`config.mk`:
```
export PLATFORM = sky130hd
export DESIGN_NAME = maze_move_engine_flat
export DESIGN_NICKNAME = d
export VERILOG_FILES = /design/src/rtl/maze_move_engine_if.sv /design/src/rtl/maze_move_engine.sv /design/src/flat_wrapper.sv
export SDC_FILE = /design/constraint.sdc
export NUM_CORES = 1
export LEC_CHECK = 0
export CORE_UTILIZATION = 40
export CTS_BUF_LIST = sky130_fd_sc_hd__clkbuf_4
export DETAILED_ROUTE_END_ITERATION = 6
export PLACE_DENSITY = 0.69
export SYNTH_ARGS = -nofsm -noshare
export SYNTH_HDL_FRONTEND = slang
export SYNTH_SLANG_ARGS = --single-unit
```
`constraint.sdc`:
```
create_clock -name clock -period 2.4 [get_ports clock]
set_clock_uncertainty 0.1 [all_clocks]
set_input_delay 0.24 -clock clock [delete_from_list [all_inputs] [get_ports clock]]
set_output_delay 0.24 -clock clock [all_outputs]
set_load 0.01 [all_outputs]
```
`src/rtl/maze_move_engine_if.sv`:
```
// maze_move_engine_if: keyboard, maze-memory, sequencer and status signals of the maze game engine
// master: the engine (drives requests, position, score and status)
// slave : the surroundings (keyboard, memory read port, draw/erase sequencers, soft restart)
interface maze_move_engine_if #(
  parameter int COORD_W = 5,
  parameter int MOVES_W = 8,
  parameter int TIME_W  = 7
);
  logic               restart;
  logic               key_valid;
  logic [7:0]         key_code;
  logic               mem_rd_req;
  logic [COORD_W-1:0] mem_x, mem_y;
  logic               mem_rd_valid;
  logic [2:0]         mem_rd_data;
  logic               erase_req, draw_req, draw_done;
  logic [COORD_W-1:0] pos_x, pos_y, prev_x, prev_y;
  logic [MOVES_W-1:0] moves;
  logic [TIME_W-1:0]  time_elapsed;
  logic               busy, game_won, game_over;
  modport master (
    input  restart, key_valid, key_code, mem_rd_valid, mem_rd_data, draw_done,
    output mem_rd_req, mem_x, mem_y, erase_req, draw_req, pos_x, pos_y, prev_x, prev_y,
           moves, time_elapsed, busy, game_won, game_over
  );
  modport slave (
    output restart, key_valid, key_code, mem_rd_valid, mem_rd_data, draw_done,
    input  mem_rd_req, mem_x, mem_y, erase_req, draw_req, pos_x, pos_y, prev_x, prev_y,
           moves, time_elapsed, busy, game_won, game_over
  );
endinterface

```
`src/rtl/maze_move_engine.sv`:
```
// maze_move_engine: maze game session engine (key filter, move legality, scoring, timer, win/lose)
// clock, resetn : system clock, asynchronous active-low reset
// io_bus        : master side of maze_move_engine_if (keys/restart in, tile read, erase/draw handshake, status out)
module maze_move_engine #(
  parameter int COORD_W       = 5,
  parameter int GRID_MAX      = 31,
  parameter int START_X       = 1,
  parameter int START_Y       = 0,
  parameter int MOVES_W       = 8,
  parameter int MAX_MOVES     = 200,
  parameter int TIME_W        = 7,
  parameter int MAX_TIME      = 99,
  parameter int TICKS_PER_SEC = 50000000,
  parameter int BONUS         = 5
) (
  input logic             clock,
  input logic             resetn,
  maze_move_engine_if.master io_bus
);
  typedef enum logic [2:0] {IDLE, CHECK, WAIT_MEM, ERASE, DRAW, WON, OVER} state_t;
  localparam int TICK_W = TICKS_PER_SEC > 1 ? $clog2(TICKS_PER_SEC) : 1;
  localparam logic [COORD_W-1:0] SX = COORD_W'(START_X);
  localparam logic [COORD_W-1:0] SY = COORD_W'(START_Y);
  state_t             r_state;
  logic               r_brk, r_buf_v, r_rd_req;
  logic [1:0]         r_buf_dir, r_dir;
  logic [2:0]         r_tile;
  logic [COORD_W-1:0] r_pos_x, r_pos_y, r_prev_x, r_prev_y, r_tx, r_ty;
  logic [MOVES_W-1:0] r_moves;
  logic [TIME_W-1:0]  r_time;
  logic [TICK_W-1:0]  r_tick;
  logic               w_key, w_oob, w_texp, w_wrap, w_live;
  logic [1:0]         w_kd;
  logic [COORD_W:0]   w_tx, w_ty;
  int                 w_m1, w_mn;
  // direction: 0 up (W), 1 left (A), 2 down (S), 3 right (D)
  assign w_kd = io_bus.key_code == 8'h1D ? 2'd0 : io_bus.key_code == 8'h1C ? 2'd1 :
                io_bus.key_code == 8'h1B ? 2'd2 : 2'd3;
  assign w_key = io_bus.key_valid && !r_brk && (io_bus.key_code inside {8'h1D, 8'h1C, 8'h1B, 8'h23});
  // one extra bit so a step below zero wraps to a value above GRID_MAX
  assign w_tx = r_dir == 2'd3 ? {1'b0, r_pos_x} + (COORD_W+1)'(1) :
                r_dir == 2'd1 ? {1'b0, r_pos_x} - (COORD_W+1)'(1) : {1'b0, r_pos_x};
  assign w_ty = r_dir == 2'd2 ? {1'b0, r_pos_y} + (COORD_W+1)'(1) :
                r_dir == 2'd0 ? {1'b0, r_pos_y} - (COORD_W+1)'(1) : {1'b0, r_pos_y};
  assign w_oob  = int'(w_tx) > GRID_MAX || int'(w_ty) > GRID_MAX;
  assign w_texp = int'(r_time) >= MAX_TIME;
  assign w_wrap = int'(r_tick) == TICKS_PER_SEC - 1;
  assign w_live = r_state != WON && r_state != OVER;
  always_comb begin
    w_m1 = int'(r_moves) + 1;
    w_mn = r_tile == 3'd4 ? (w_m1 + BONUS > MAX_MOVES ? MAX_MOVES : w_m1 + BONUS) :
           r_tile == 3'd3 ? (w_m1 > BONUS ? w_m1 - BONUS : 0) : w_m1;
  end
  always_ff @(posedge clock or negedge resetn)
    if (!resetn) begin
      r_tick <= '0;
      r_time <= '0;
    end else if (io_bus.restart) begin
      r_tick <= '0;
      r_time <= '0;
    end else begin
      r_tick <= w_wrap ? '0 : r_tick + 1'b1;
      if (w_wrap && !w_texp && w_live) r_time <= r_time + 1'b1;
    end
  always_ff @(posedge clock or negedge resetn)
    if (!resetn) begin
      r_state <= IDLE; r_brk <= 1'b0; r_buf_v <= 1'b0; r_buf_dir <= '0; r_dir <= '0;
      r_tile <= '0; r_rd_req <= 1'b0; r_moves <= '0; r_tx <= SX; r_ty <= SY;
      r_pos_x <= SX; r_pos_y <= SY; r_prev_x <= SX; r_prev_y <= SY;
    end else if (io_bus.restart) begin
      r_state <= IDLE; r_brk <= 1'b0; r_buf_v <= 1'b0; r_buf_dir <= '0; r_dir <= '0;
      r_tile <= '0; r_rd_req <= 1'b0; r_moves <= '0; r_tx <= SX; r_ty <= SY;
      r_pos_x <= SX; r_pos_y <= SY; r_prev_x <= SX; r_prev_y <= SY;
    end else begin
      r_rd_req <= 1'b0;
      // the byte after a break prefix is swallowed and clears the flag
      if (io_bus.key_valid) r_brk <= !r_brk && io_bus.key_code == 8'hF0;
      // keys arriving while a move is in flight land in the buffer; IDLE/terminal states refine this below
      if (w_key) begin
        r_buf_v   <= 1'b1;
        r_buf_dir <= w_kd;
      end
      case (r_state)
        IDLE:
          if (w_texp) r_state <= OVER;
          else if (r_buf_v) begin
            r_dir   <= r_buf_dir;
            r_buf_v <= w_key;
            r_state <= CHECK;
          end else if (w_key) begin
            r_dir   <= w_kd;
            r_buf_v <= 1'b0;
            r_state <= CHECK;
          end
        CHECK:
          if (w_oob) r_state <= IDLE;
          else begin
            r_tx     <= w_tx[COORD_W-1:0];
            r_ty     <= w_ty[COORD_W-1:0];
            r_rd_req <= 1'b1;
            r_state  <= WAIT_MEM;
          end
        WAIT_MEM:
          if (io_bus.mem_rd_valid) begin
            r_tile  <= io_bus.mem_rd_data;
            r_state <= io_bus.mem_rd_data == 3'd1 ? IDLE : ERASE;
          end
        ERASE:
          if (io_bus.draw_done) begin
            r_prev_x <= r_pos_x;
            r_prev_y <= r_pos_y;
            r_pos_x  <= r_tx;
            r_pos_y  <= r_ty;
            r_moves  <= MOVES_W'(w_mn);
            r_state  <= DRAW;
          end
        DRAW:
          if (io_bus.draw_done)
            r_state <= r_tile == 3'd2 ? WON : (int'(r_moves) >= MAX_MOVES || w_texp) ? OVER : IDLE;
        default: r_buf_v <= 1'b0;
      endcase
    end
  assign io_bus.mem_rd_req   = r_rd_req;
  assign io_bus.mem_x        = r_tx;
  assign io_bus.mem_y        = r_ty;
  assign io_bus.erase_req    = r_state == ERASE;
  assign io_bus.draw_req     = r_state == DRAW;
  assign io_bus.pos_x        = r_pos_x;
  assign io_bus.pos_y        = r_pos_y;
  assign io_bus.prev_x       = r_prev_x;
  assign io_bus.prev_y       = r_prev_y;
  assign io_bus.moves        = r_moves;
  assign io_bus.time_elapsed = r_time;
  assign io_bus.busy         = r_state inside {CHECK, WAIT_MEM, ERASE, DRAW};
  assign io_bus.game_won     = r_state == WON;
  assign io_bus.game_over    = r_state == OVER;
endmodule
```
`src/flat_wrapper.sv`:
```
// flat-port wrapper written by rule: the top's interface ports become plain ports
module maze_move_engine_flat 
#(
  parameter int COORD_W       = 5,
  parameter int GRID_MAX      = 31,
  parameter int START_X       = 1,
  parameter int START_Y       = 0,
  parameter int MOVES_W       = 8,
  parameter int MAX_MOVES     = 200,
  parameter int TIME_W        = 7,
  parameter int MAX_TIME      = 99,
  parameter int TICKS_PER_SEC = 50000000,
  parameter int BONUS         = 5
)
  (clock, resetn, io_bus_restart, io_bus_key_valid, io_bus_key_code, io_bus_mem_rd_valid, io_bus_mem_rd_data, io_bus_draw_done, io_bus_mem_rd_req, io_bus_mem_x, io_bus_mem_y, io_bus_erase_req, io_bus_draw_req, io_bus_pos_x, io_bus_pos_y, io_bus_prev_x, io_bus_prev_y, io_bus_moves, io_bus_time_elapsed, io_bus_busy, io_bus_game_won, io_bus_game_over);
  maze_move_engine_if #(.COORD_W(COORD_W), .MOVES_W(MOVES_W), .TIME_W(TIME_W)) io_bus_i ();
  input logic clock;
  input logic resetn;
  input wire logic [$bits(io_bus_i.restart)-1:0] io_bus_restart;
  input wire logic [$bits(io_bus_i.key_valid)-1:0] io_bus_key_valid;
  input wire logic [$bits(io_bus_i.key_code)-1:0] io_bus_key_code;
  input wire logic [$bits(io_bus_i.mem_rd_valid)-1:0] io_bus_mem_rd_valid;
  input wire logic [$bits(io_bus_i.mem_rd_data)-1:0] io_bus_mem_rd_data;
  input wire logic [$bits(io_bus_i.draw_done)-1:0] io_bus_draw_done;
  output wire logic [$bits(io_bus_i.mem_rd_req)-1:0] io_bus_mem_rd_req;
  output wire logic [$bits(io_bus_i.mem_x)-1:0] io_bus_mem_x;
  output wire logic [$bits(io_bus_i.mem_y)-1:0] io_bus_mem_y;
  output wire logic [$bits(io_bus_i.erase_req)-1:0] io_bus_erase_req;
  output wire logic [$bits(io_bus_i.draw_req)-1:0] io_bus_draw_req;
  output wire logic [$bits(io_bus_i.pos_x)-1:0] io_bus_pos_x;
  output wire logic [$bits(io_bus_i.pos_y)-1:0] io_bus_pos_y;
  output wire logic [$bits(io_bus_i.prev_x)-1:0] io_bus_prev_x;
  output wire logic [$bits(io_bus_i.prev_y)-1:0] io_bus_prev_y;
  output wire logic [$bits(io_bus_i.moves)-1:0] io_bus_moves;
  output wire logic [$bits(io_bus_i.time_elapsed)-1:0] io_bus_time_elapsed;
  output wire logic [$bits(io_bus_i.busy)-1:0] io_bus_busy;
  output wire logic [$bits(io_bus_i.game_won)-1:0] io_bus_game_won;
  output wire logic [$bits(io_bus_i.game_over)-1:0] io_bus_game_over;
  assign io_bus_i.restart = io_bus_restart;
  assign io_bus_i.key_valid = io_bus_key_valid;
  assign io_bus_i.key_code = io_bus_key_code;
  assign io_bus_i.mem_rd_valid = io_bus_mem_rd_valid;
  assign io_bus_i.mem_rd_data = io_bus_mem_rd_data;
  assign io_bus_i.draw_done = io_bus_draw_done;
  assign io_bus_mem_rd_req = io_bus_i.mem_rd_req;
  assign io_bus_mem_x = io_bus_i.mem_x;
  assign io_bus_mem_y = io_bus_i.mem_y;
  assign io_bus_erase_req = io_bus_i.erase_req;
  assign io_bus_draw_req = io_bus_i.draw_req;
  assign io_bus_pos_x = io_bus_i.pos_x;
  assign io_bus_pos_y = io_bus_i.pos_y;
  assign io_bus_prev_x = io_bus_i.prev_x;
  assign io_bus_prev_y = io_bus_i.prev_y;
  assign io_bus_moves = io_bus_i.moves;
  assign io_bus_time_elapsed = io_bus_i.time_elapsed;
  assign io_bus_busy = io_bus_i.busy;
  assign io_bus_game_won = io_bus_i.game_won;
  assign io_bus_game_over = io_bus_i.game_over;
  maze_move_engine #(.COORD_W(COORD_W), .GRID_MAX(GRID_MAX), .START_X(START_X), .START_Y(START_Y), .MOVES_W(MOVES_W), .MAX_MOVES(MAX_MOVES), .TIME_W(TIME_W), .MAX_TIME(MAX_TIME), .TICKS_PER_SEC(TICKS_PER_SEC), .BONUS(BONUS)) u_core (.clock(clock), .resetn(resetn), .io_bus(io_bus_i));
endmodule
```
# After elaboration in Yosys (flattened, before gate mapping)
# Index checks and enable logic that the tools add are counted.
dict set report word_totals {
  latchBits 0
  ramBits 0
  romBits 0
  regBits 84
  inputBits 17
  memories 0
}
dict set report op_classes {
  div 0
  add_sub_neg 9
  multipliers 0
  shift 0
  reduce_logical 31
  magnitude_cmp 6
  n_eq_ne 27
  bitwise 0
  mux 68
}
# operator n
set ops {}
lappend ops {{$mux W5} 18}
lappend ops {{$mux W8} 7}
lappend ops {{$mux W26} 2}
lappend ops {{$mux W3} 12}
lappend ops {{$gt A32 B9 Y1 const B} 1}
lappend ops {{$add A26 B1 Y26 const B} 1}
lappend ops {{$eq A26 B26 Y1 const B} 1}
lappend ops {{$eq A8 B5 Y1 const B} 3}
lappend ops {{$mux W6} 4}
lappend ops {{$mux W2} 10}
lappend ops {{$reduce_bool A2 Y1} 9}
lappend ops {{$ne A3 B3 Y1 const B} 5}
lappend ops {{$pmux W3 S5} 1}
lappend ops {{$mux W7} 2}
lappend ops {{$add A5 B1 Y6 const B} 2}
lappend ops {{$eq A3 B2 Y1 const B} 4}
lappend ops {{$eq A3 B3 Y1 const B} 4}
lappend ops {{$gt A6 B5 Y1 const B} 2}
lappend ops {{$sub A5 B1 Y6 const B} 2}
lappend ops {{$mux W1} 11}
lappend ops {{$add A9 B3 Y10 const B} 1}
lappend ops {{$add A8 B1 Y9 const B} 1}
lappend ops {{$gt A9 B3 Y1 const B} 1}
lappend ops {{$eq A8 B6 Y1 const B} 1}
lappend ops {{23 further kinds} 36}

# Longest topological paths before layout
# Gate-level depths: netlist of the first run.
dict set report depth {
  word_depth 9
  mapped_depth 11
  ltp_nobuf 9
}

# Worst setup path before layout of the first run
# Ideal clock, no wire load.
dict set report synth_timing {
  kind {flip-flop to flip-flop}
  startpoint {register u_core.r_moves[0] (netlist: u_core.io_bus.moves[0])}
  endpoint {register u_core.r_moves[6] (netlist: u_core.io_bus.moves[6])}
  arrival_time_ns 2.433
  period_less_slack_ns 2.610
  path_slack_ns -0.210
  setup_time_ns 0.076
  stages_incl_launch_ff 12
  required_time_ns 2.224
  cell_sequence {dfrtp_1 > buf_4 > inv_1 > ha_1 > buf_2 > o21a_1 > nor2_1 > nor3_1 > nand2_1 > o311a_1 > a2111o_1 > o21ai_1}
}
dict set report synth_between {
  elab_chain_len 8
}
# element line
set synth_rtl {}
lappend synth_rtl {{start: declaration} maze_move_engine.sv:29} ;# logic [MOVES_W-1:0] r_moves;
lappend synth_rtl {{start signal: assignment} maze_move_engine.sv:114} ;# r_moves <= MOVES_W'(w_mn);
lappend synth_rtl {{$add A8 B1 Y9 (*)} maze_move_engine.sv:50} ;# w_m1 = int'(r_moves) + 1;
lappend synth_rtl {{$add A9 B3 Y10 (tied with other cells)} maze_move_engine.sv:51} ;# w_mn = r_tile == 3'd4 ? (w_m1 + BONUS > MAX_MOVES ? MAX_MOVES : w_m1 + BONUS) :
lappend synth_rtl {{$gt A32 B9 Y1 or $mux W8 (tied branches)} {maze_move_engine.sv:51, maze_move_engine.sv:52}}
lappend synth_rtl {{$mux W8 (on tied branches)} {maze_move_engine.sv:51, maze_move_engine.sv:52}}
lappend synth_rtl {{$mux W8 (*)} maze_move_engine.sv:51}
lappend synth_rtl {{$mux W8 (*)} maze_move_engine.sv:109} ;# if (io_bus.draw_done) begin
lappend synth_rtl {{$mux W8 (*)} maze_move_engine.sv:83} ;# case (r_state)
lappend synth_rtl {{$mux W8 (*)} maze_move_engine.sv:70} ;# end else if (io_bus.restart) begin
# Every way passes the cells marked *; elsewhere a longest branch is shown, timed or not. The select of a mux whose other input is x is not followed.
# A chain may end at the register's enable or synchronous reset.

# Worst setup path after layout of the first run
dict set report layout_timing {
  startpoint {register u_core.r_moves[0] (netlist: u_core.io_bus.moves[0])}
  endpoint {register u_core.r_moves[1] (netlist: u_core.io_bus.moves[1])}
}
# Same word-level chain as after synthesis.

==> results of run 1 <==
[synthesized netlist by cell type, types with 7 or more instances]
| master | n | area share [%] |
|---|---|---|
| nor4_1 | 11 | 1.3 |
| clkbuf_1 | 22 | 1.6 |
| nand2b_1 | 8 | 0.94 |
| xnor2_1 | 24 | 4.0 |
| inv_1 | 17 | 1.2 |
| ha_1 | 11 | 2.6 |
| nand4_1 | 11 | 1.3 |
| a21oi_1 | 39 | 3.7 |
| o21ai_0 | 13 | 1.2 |
| a211oi_1 | 10 | 1.4 |
| xor2_1 | 32 | 5.3 |
| nor2_1 | 84 | 5.9 |
| nand3_1 | 23 | 2.2 |
| buf_2 | 7 | 0.66 |
| nor3_1 | 15 | 1.4 |
| mux2i_1 | 14 | 2.6 |
| dfrtp_1 | 81 | 38 |
| nor2b_1 | 10 | 1.2 |
| nand2_1 | 83 | 5.9 |
[critical path, delay by kind of cell, from the launching register on]
family                     cells  cell delay (ns)
buffers and inverters          4             0.45
and+or+nand+nor                2             0.23
adders and majority gates      1             0.16
AOI/OAI and AO/OA              5             1.03
DFF                            1             0.47
[final timing paths]
| check | start | end | slack [ns] |
|---|---|---|---|
| max in group asynchronous | resetn | u_core.io_bus.moves[1]$_DFFE_PN0P_ | 1.32 |
| worst max-delay path | u_core.io_bus.moves[0]$_DFFE_PN0P_ | u_core.io_bus.moves[1]$_DFFE_PN0P_ | -0.15 |
| worst min-delay path | io_bus_restart | u_core.io_bus.mem_x[0]$_DFFE_PN1P_ | 0.14 |
| worst min register to register | u_core.r_tick[0]$_DFF_PN0_ | u_core.r_tick[0]$_DFF_PN0_ | 0.41 |
| worst max register to register | u_core.io_bus.moves[0]$_DFFE_PN0P_ | u_core.io_bus.moves[1]$_DFFE_PN0P_ | -0.15 |
| min in group asynchronous | resetn | u_core.io_bus.time_elapsed[3]$_DFFE_PN0P_ | 0.26 |
[cell families (layout without fill, tap and decap cells)]
group | count (synthesis) | in the layout
xor gates and xnor gates | 56 | 56
muxes | 15 | 15
AOI/OAI and AO/OA | 114 | 114
DFF | 84 | 84
buffers and inverters | 54 | 194
and+or+nand+nor | 289 | 289
adders and majority gates | 12 | 12
[layout make-up]
| cell class | count | area, µm² | area share, % |
|---|---|---|---|
| multi-input combinational | 486 | 3276 | 44.99 |
| sequential | 84 | 2110 | 28.97 |
| timing repair buffer | 160 | 1433 | 19.68 |
| tap | 172 | 215.2 | 2.956 |
| clock inverter | 7 | 105.1 | 1.444 |
| inverter | 18 | 75.07 | 1.031 |
| clock buffer | 9 | 67.56 | 0.9280 |
[metrics by stage]
stage	std cells	total power [mW]
after CTS	926	3.114
after detailed placement	903	2.114
after floorplan	624	1.845
final	936	3.145
after global routing	936	3.295
after global placement	903	2.109
[layer usage]
layer / share of wire (%) / global-route usage (%)
met5: 0 / 0
met1: 48 / 30.30
met4: 1.9 / 6.498
met2: 47 / 36.31
met3: 3.4 / 2.729
[state kept, by name, indices dropped and copies added, names as in the netlist]
name and flops:
u_core.r_buf_dir 2, u_core.r_brk 1, u_core.r_tick 26, u_core.io_bus.pos_y 5, u_core.io_bus.mem_x 5, u_core.io_bus.pos_x 5
u_core.r_tile 3, u_core.io_bus.prev_y 5, u_core.r_dir 2, u_core.io_bus.prev_x 5, u_core.io_bus.moves 8, u_core.io_bus.mem_y 5
u_core.io_bus.mem_rd_req 1, u_core.io_bus.time_elapsed 7, u_core.r_state 3, u_core.r_buf_v 1
[power groups by stage]
stage	Combinational, mW	Clock, mW	Sequential (mW)
3_5_place_dp	0.610	0	1.50
5_1_grt	0.738	1.07	1.48
6_report	0.671	0.995	1.48
2_1_floorplan	0.352	0	1.49
3_3_place_gp	0.607	0	1.50
4_1_cts	0.630	1.01	1.48
[timing repair]
action | CTS | global route
setup endpoints to repair | 8 | 16
pin swaps | 5 | 18
hold endpoints to repair | 50 | 0
resized for setup | 21 | 42
setup buffers | 6 | 9
cloned | 0 | 1
hold buffers | 1 | 0
==> impl_metrics.yaml, run 1 <==
timing:
  min_period_over_period_pct: 106.1
  hold_viol: 0
  slew_headroom_pct: 53.36
  finalHoldWorstSlack_ns: 0.1433
  worstMarginPinSlew_ns: 0.6996
  fmax_mhz: 392.7
  period_minus_slack_ns: 2.547
  grt_setup_unrepaired: "true"
  slew_violations: 0
  setup_tns_ns: -0.2621
  timing.final.ws_setup_ns: -0.1465
  finalSetupViolCount: 5
floorplanning:
  rows: 41
  fp.dieW_um: 117.3
  pin_count: 68
  die_area_um2: 13750
  die_h_um: 117.3
  start_util_pct: 41.61
  core-area_um2: 12770
synthesis:
  synth_xor_area_share_pct: 9.228
  muxShareOfSynthArea_pct: 2.848
  synth_compound_area_share_pct: 14.69
  syn_avg_cell_area_um2: 8.518
  synth-main-ff-cell: "dfrtp_1"
  synth-seq-cells: 84
  async_flop_share_pct: 100.0
  synth_top_family_by_area: "simple AND/OR/NAND/NOR gates"
  syn-instance-count: 624
  synth_enable_flop_cells: 0
  yosysSeqAreaShare_pct: 39.62
  synthAdderAreaFrac_pct: 2.778
  synth_area_um2: 5315
  yosys.area_share.simple_pct: 26.58
  synth.distinct_cells: 71
  ys_warn_count: 0
  synthesis.nets: 652
power:
  power_density_nw_per_um2: 432.0
  p_leak_nw: 2.917
  pwr-share-clk_pct: 31.6
  switching_share_pct: 30.40
  internal_power_mw: 2.189
  comb_power_share_pct: 21.3
  power_switching_mw: 0.9561
  p_seq_share_pct: 47.0
  peakVddDrop_mv: 0.3345
place:
  dpl_worst_slack_ns: -0.1966
  gp_congestion: 0.9178
  portBuffers: 67
  hpwl_um: 10760
  placed_area_um2: 6655
global_routing:
  grt_max_degree: 55
  grt_pass1_vias: 4787
  grt_pass1_wl_um: 23630
  antenna_found_initial: 0
  track_usage_pct: 22.03
  overflow: 0
critical_path:
  critPathLaunchType: "flip-flop"
  path_cells: "buf_8 > inv_8 > ha_4 > buf_4 > buf_4 > nand2_1 > o22ai_1 > o31ai_1 > o311ai_2 > o32ai_4 > nand4_1 > a221oi_2"
  critPathCaptureType: "flip-flop"
  rr_worst_depth: 12
  criticalPathCategory: "flip-flop to flip-flop"
  slowest_delay_ns: 0.47
  cpMostUsedCell: "buf_4"
  critPathArrivalTime_ns: 2.79
  crit_required_ns: 2.65
  critPathMaxFanout: 5
  slowest_stage: "dfrtp_2"
cells_and_area:
  fin_util_pct: 57.00
  fin_area_um2: 7281
  synthToLayoutAreaGrowth_pct: 36.98
  layout_commonest_cell: "buf_4"
  drive_gt1_share_pct: 22.64
  nets: 787
  n_fill_cell: 1115
  final_cell_mix: "buf_4 (85), nand2_1 (82), nor2_1 (78), dfrtp_1 (78), clkdlybuf4s50_1 (65)"
  diodes: 0
hold_path:
  min_path_type: "input port to flip-flop"
  worstHoldPathCells: 3
routing:
  wire_per_inst_um: 15.96
  remaining_drc_errors: 0
  dr.pass1.iters: 4
  antenna_left: 0
  viasPerCell: 5.444
  via_count: 5096
  wl_um: 14940
  drtIter0Drc: 321
cts:
  cts.path.max_buffers: 2
  clock-sinks: 84
  cts_tree: "yes"
  htree_num_levels: 3
  clock-root-buffer: "clkbuf_4"
  path_clk_slew_ns: 0.15
  numCtsBuffers: 9
  insertion_delay_ns: 0.44
run:
  maxCapViolCount: 0
status:
  failed_checks: "setup timing"
  outcome: "complete, but fails checks"
No activity file was read; power rests on OpenSTA's default activity.
==> inputs of run 2 (changes only) <==
Settings changed: CORE_MARGIN from default to 2.
==> run 2 against run 1 <==
  * The flow still finishes with violations (setup timing)
  * Worst setup slack better by 0.010 ns
  * Non-clock buffer count is 11 higher
  * Critical path depth is 3 lower
  * Core utilization is 0.88 points lower
  * Register-to-register slack hardly changed
  * Hold slack worse by 0.0012 ns
  * Largest cell class unchanged
  * Highest routed layer unchanged
==> impl_metrics.yaml, run 2 (same netlist as run 1, synthesis figures left out) <==
status:
  outcome: "complete, but fails checks"
  failed_checks: "setup timing"
cells_and_area:
  nets: 798
  final_cell_mix: "buf_4 (96), nand2_1 (81), nor2_1 (79)"
  layout_commonest_cell: "buf_4"
  fin_cells: 951
  diodes: 0
  largest_reg_flops: 26
  drive_gt1_share_pct: 24.00
  synthToLayoutAreaGrowth_pct: 38.16
  regMostFlops: "u_core.r_tick"
power:
  p_leak_nw: 2.957
  power_density_nw_per_um2: 405.8
  peakVddDrop_mv: 0.3604
place:
  gp_congestion: 0.9310
  portBuffers: 67
  hpwl_um: 10680
  dpl_worst_slack_ns: -0.2250
  dpl.cell_count: 915
critical_path:
  slowest_delay_ns: 0.47
  critPathMaxFanout: 5
  critPathArrivalTime_ns: 2.81
  slowest_stage: "dfrtp_2"
  criticalPathCategory: "flip-flop to flip-flop"
  critPathCaptureType: "flip-flop"
  path_cells: "buf_6 > nand4_1 > nor2_2 > xnor2_1 > nor4_2 > o32ai_4 > buf_4 > o211ai_1 > nor4b_4"
  crit_required_ns: 2.67
  critPathLaunchType: "flip-flop"
timing:
  period_minus_slack_ns: 2.536
  slew_violations: 0
  timing.final.ws_setup_ns: -0.1365
  worstMarginPinSlew_ns: 0.9420
  hold_viol: 0
  min_period_over_period_pct: 105.7
  finalSetupViolCount: 6
  slew_headroom_pct: 37.20
  fmax_mhz: 394.2
  setup_tns_ns: -0.4122
  grt_setup_unrepaired: "true"
run:
  maxCapViolCount: 0
floorplanning:
  die_area_um2: 14230
  die_h_um: 119.3
  core-area_um2: 13090
  pin_count: 68
  start_util_pct: 40.62
  fp.dieW_um: 119.3
  rows: 42
routing:
  dr.pass1.iters: 5
  viasPerCell: 5.461
  wire_per_inst_um: 16.35
  remaining_drc_errors: 0
  antenna_left: 0
  drtIter0Drc: 336
  wl_um: 15550
  via_count: 5193
hold_path:
  min_path_type: "input port to flip-flop"
cts:
  cts.path.max_buffers: 2
  clock-sinks: 84
  htree_num_levels: 3
  cts_tree: "yes"
  insertion_delay_ns: 0.45
  clock-root-buffer: "clkbuf_4"
  numCtsBuffers: 9
  path_clk_slew_ns: 0.14
global_routing:
  grt_pass1_wl_um: 24720
  track_usage_pct: 21.54
  grt_max_degree: 76
  grt_pass1_vias: 5018
  overflow: 0
  antenna_found_initial: 0
## run 2: cell count changes in the layout (fill, tap and decap cells not counted), moves of 3 or more
cell	before	now
clkbuf_4	9	13
buf_4	85	96
inv_8	3	0
buf_6	3	6
## run 2: stage by stage
stage / utilization (%) / total power, mW / area, µm² / hold WS [ns]
finish: 56.12 / 2.980 / 7343 / 0.1421
global route: 56.12 / 3.133 / 7343 / 0.1392
CTS: 53.86 / 2.966 / 7048 / 0.1029
detailed placement: 51.17 / 2.118 / 6695 / 0.3439
global placement: 51.17 / 2.105 / 6695 / 0.3319
floorplan: - / 1.845 / 5346 / -0.1556
## run 2: path summary, 6_finish.rpt
path                                                           end  slack [ns]                          startpoint  depth (start not counted)
worst min register to register          u_core.r_tick[0]$_DFF_PN0_        0.40          u_core.r_tick[0]$_DFF_PN0_                          1
min in group asynchronous       u_core.io_bus.pos_y[1]$_DFFE_PN0P_        0.37                              resetn                          2
worst max register to register  u_core.io_bus.moves[3]$_DFFE_PN0P_       -0.14  u_core.io_bus.moves[0]$_DFFE_PN0P_                          9
max in group asynchronous             u_core.r_tile[2]$_DFFE_PN0P_        1.15                              resetn                          3
worst min-delay path            u_core.io_bus.moves[5]$_DFFE_PN0P_        0.14                      io_bus_restart                          4
worst max-delay path            u_core.io_bus.moves[3]$_DFFE_PN0P_       -0.14  u_core.io_bus.moves[0]$_DFFE_PN0P_                          9
## run 2: timing repair
| action | in CTS | in global routing |
|---|---|---|
| buffers inserted | 12 | 6 |
| pin swaps | 3 | 13 |
| cloned | 0 | 1 |
| endpoints found under the setup margin | 9 | 21 |
| gates resized for setup | 27 | 44 |
| endpoints found under the hold margin | 70 | 0 |
| hold buffers | 1 | 0 |
## run 2: metal layers
metal / vias to the layer above / GRT usage [%] / wire, µm
li1: 2472 / - / -
met1: 2519 / 27.96 / 6805
met2: 154 / 35.78 / 7639
met3: 48 / 4.741 / 691
met4: 0 / 6.845 / 411
met5: - / 0 / 0
## run 2: area by class of cell
type,count,area [µm²]
well taps,176,220.2
inverters,18,72.57
clock inverters,3,37.54
clock buffers,13,97.59
flip-flops and latches,84,2111
repair buffers,171,1473
multi-input cells,486,3332
fillers,1178,5742
## run 2: power breakdown
group / internal, mW / total (mW) / switching (mW)
Sequential: 1.44 / 1.48 / 0.0362
Combinational: 0.306 / 0.672 / 0.366
Clock: 0.360 / 0.831 / 0.472
Total: 2.11 / 2.98 / 0.874
## run 2: worst max-delay path, delay by kind of cell (launching register included)
kind | cells | cell delay (ns)
and+or+nand+nor | 4 | 1.12
DFF | 1 | 0.47
buffers and inverters | 2 | 0.32
AOI/OAI and AO/OA | 2 | 0.25
xor gates and xnor gates | 1 | 0.19
==> inputs of run 3 (changes only) <==
Settings changed: CTS_CLUSTER_DIAMETER from default to 150.
==> results of run 3 <==
Same layout as run 2: the final DEF is identical, and so are final timing and power.
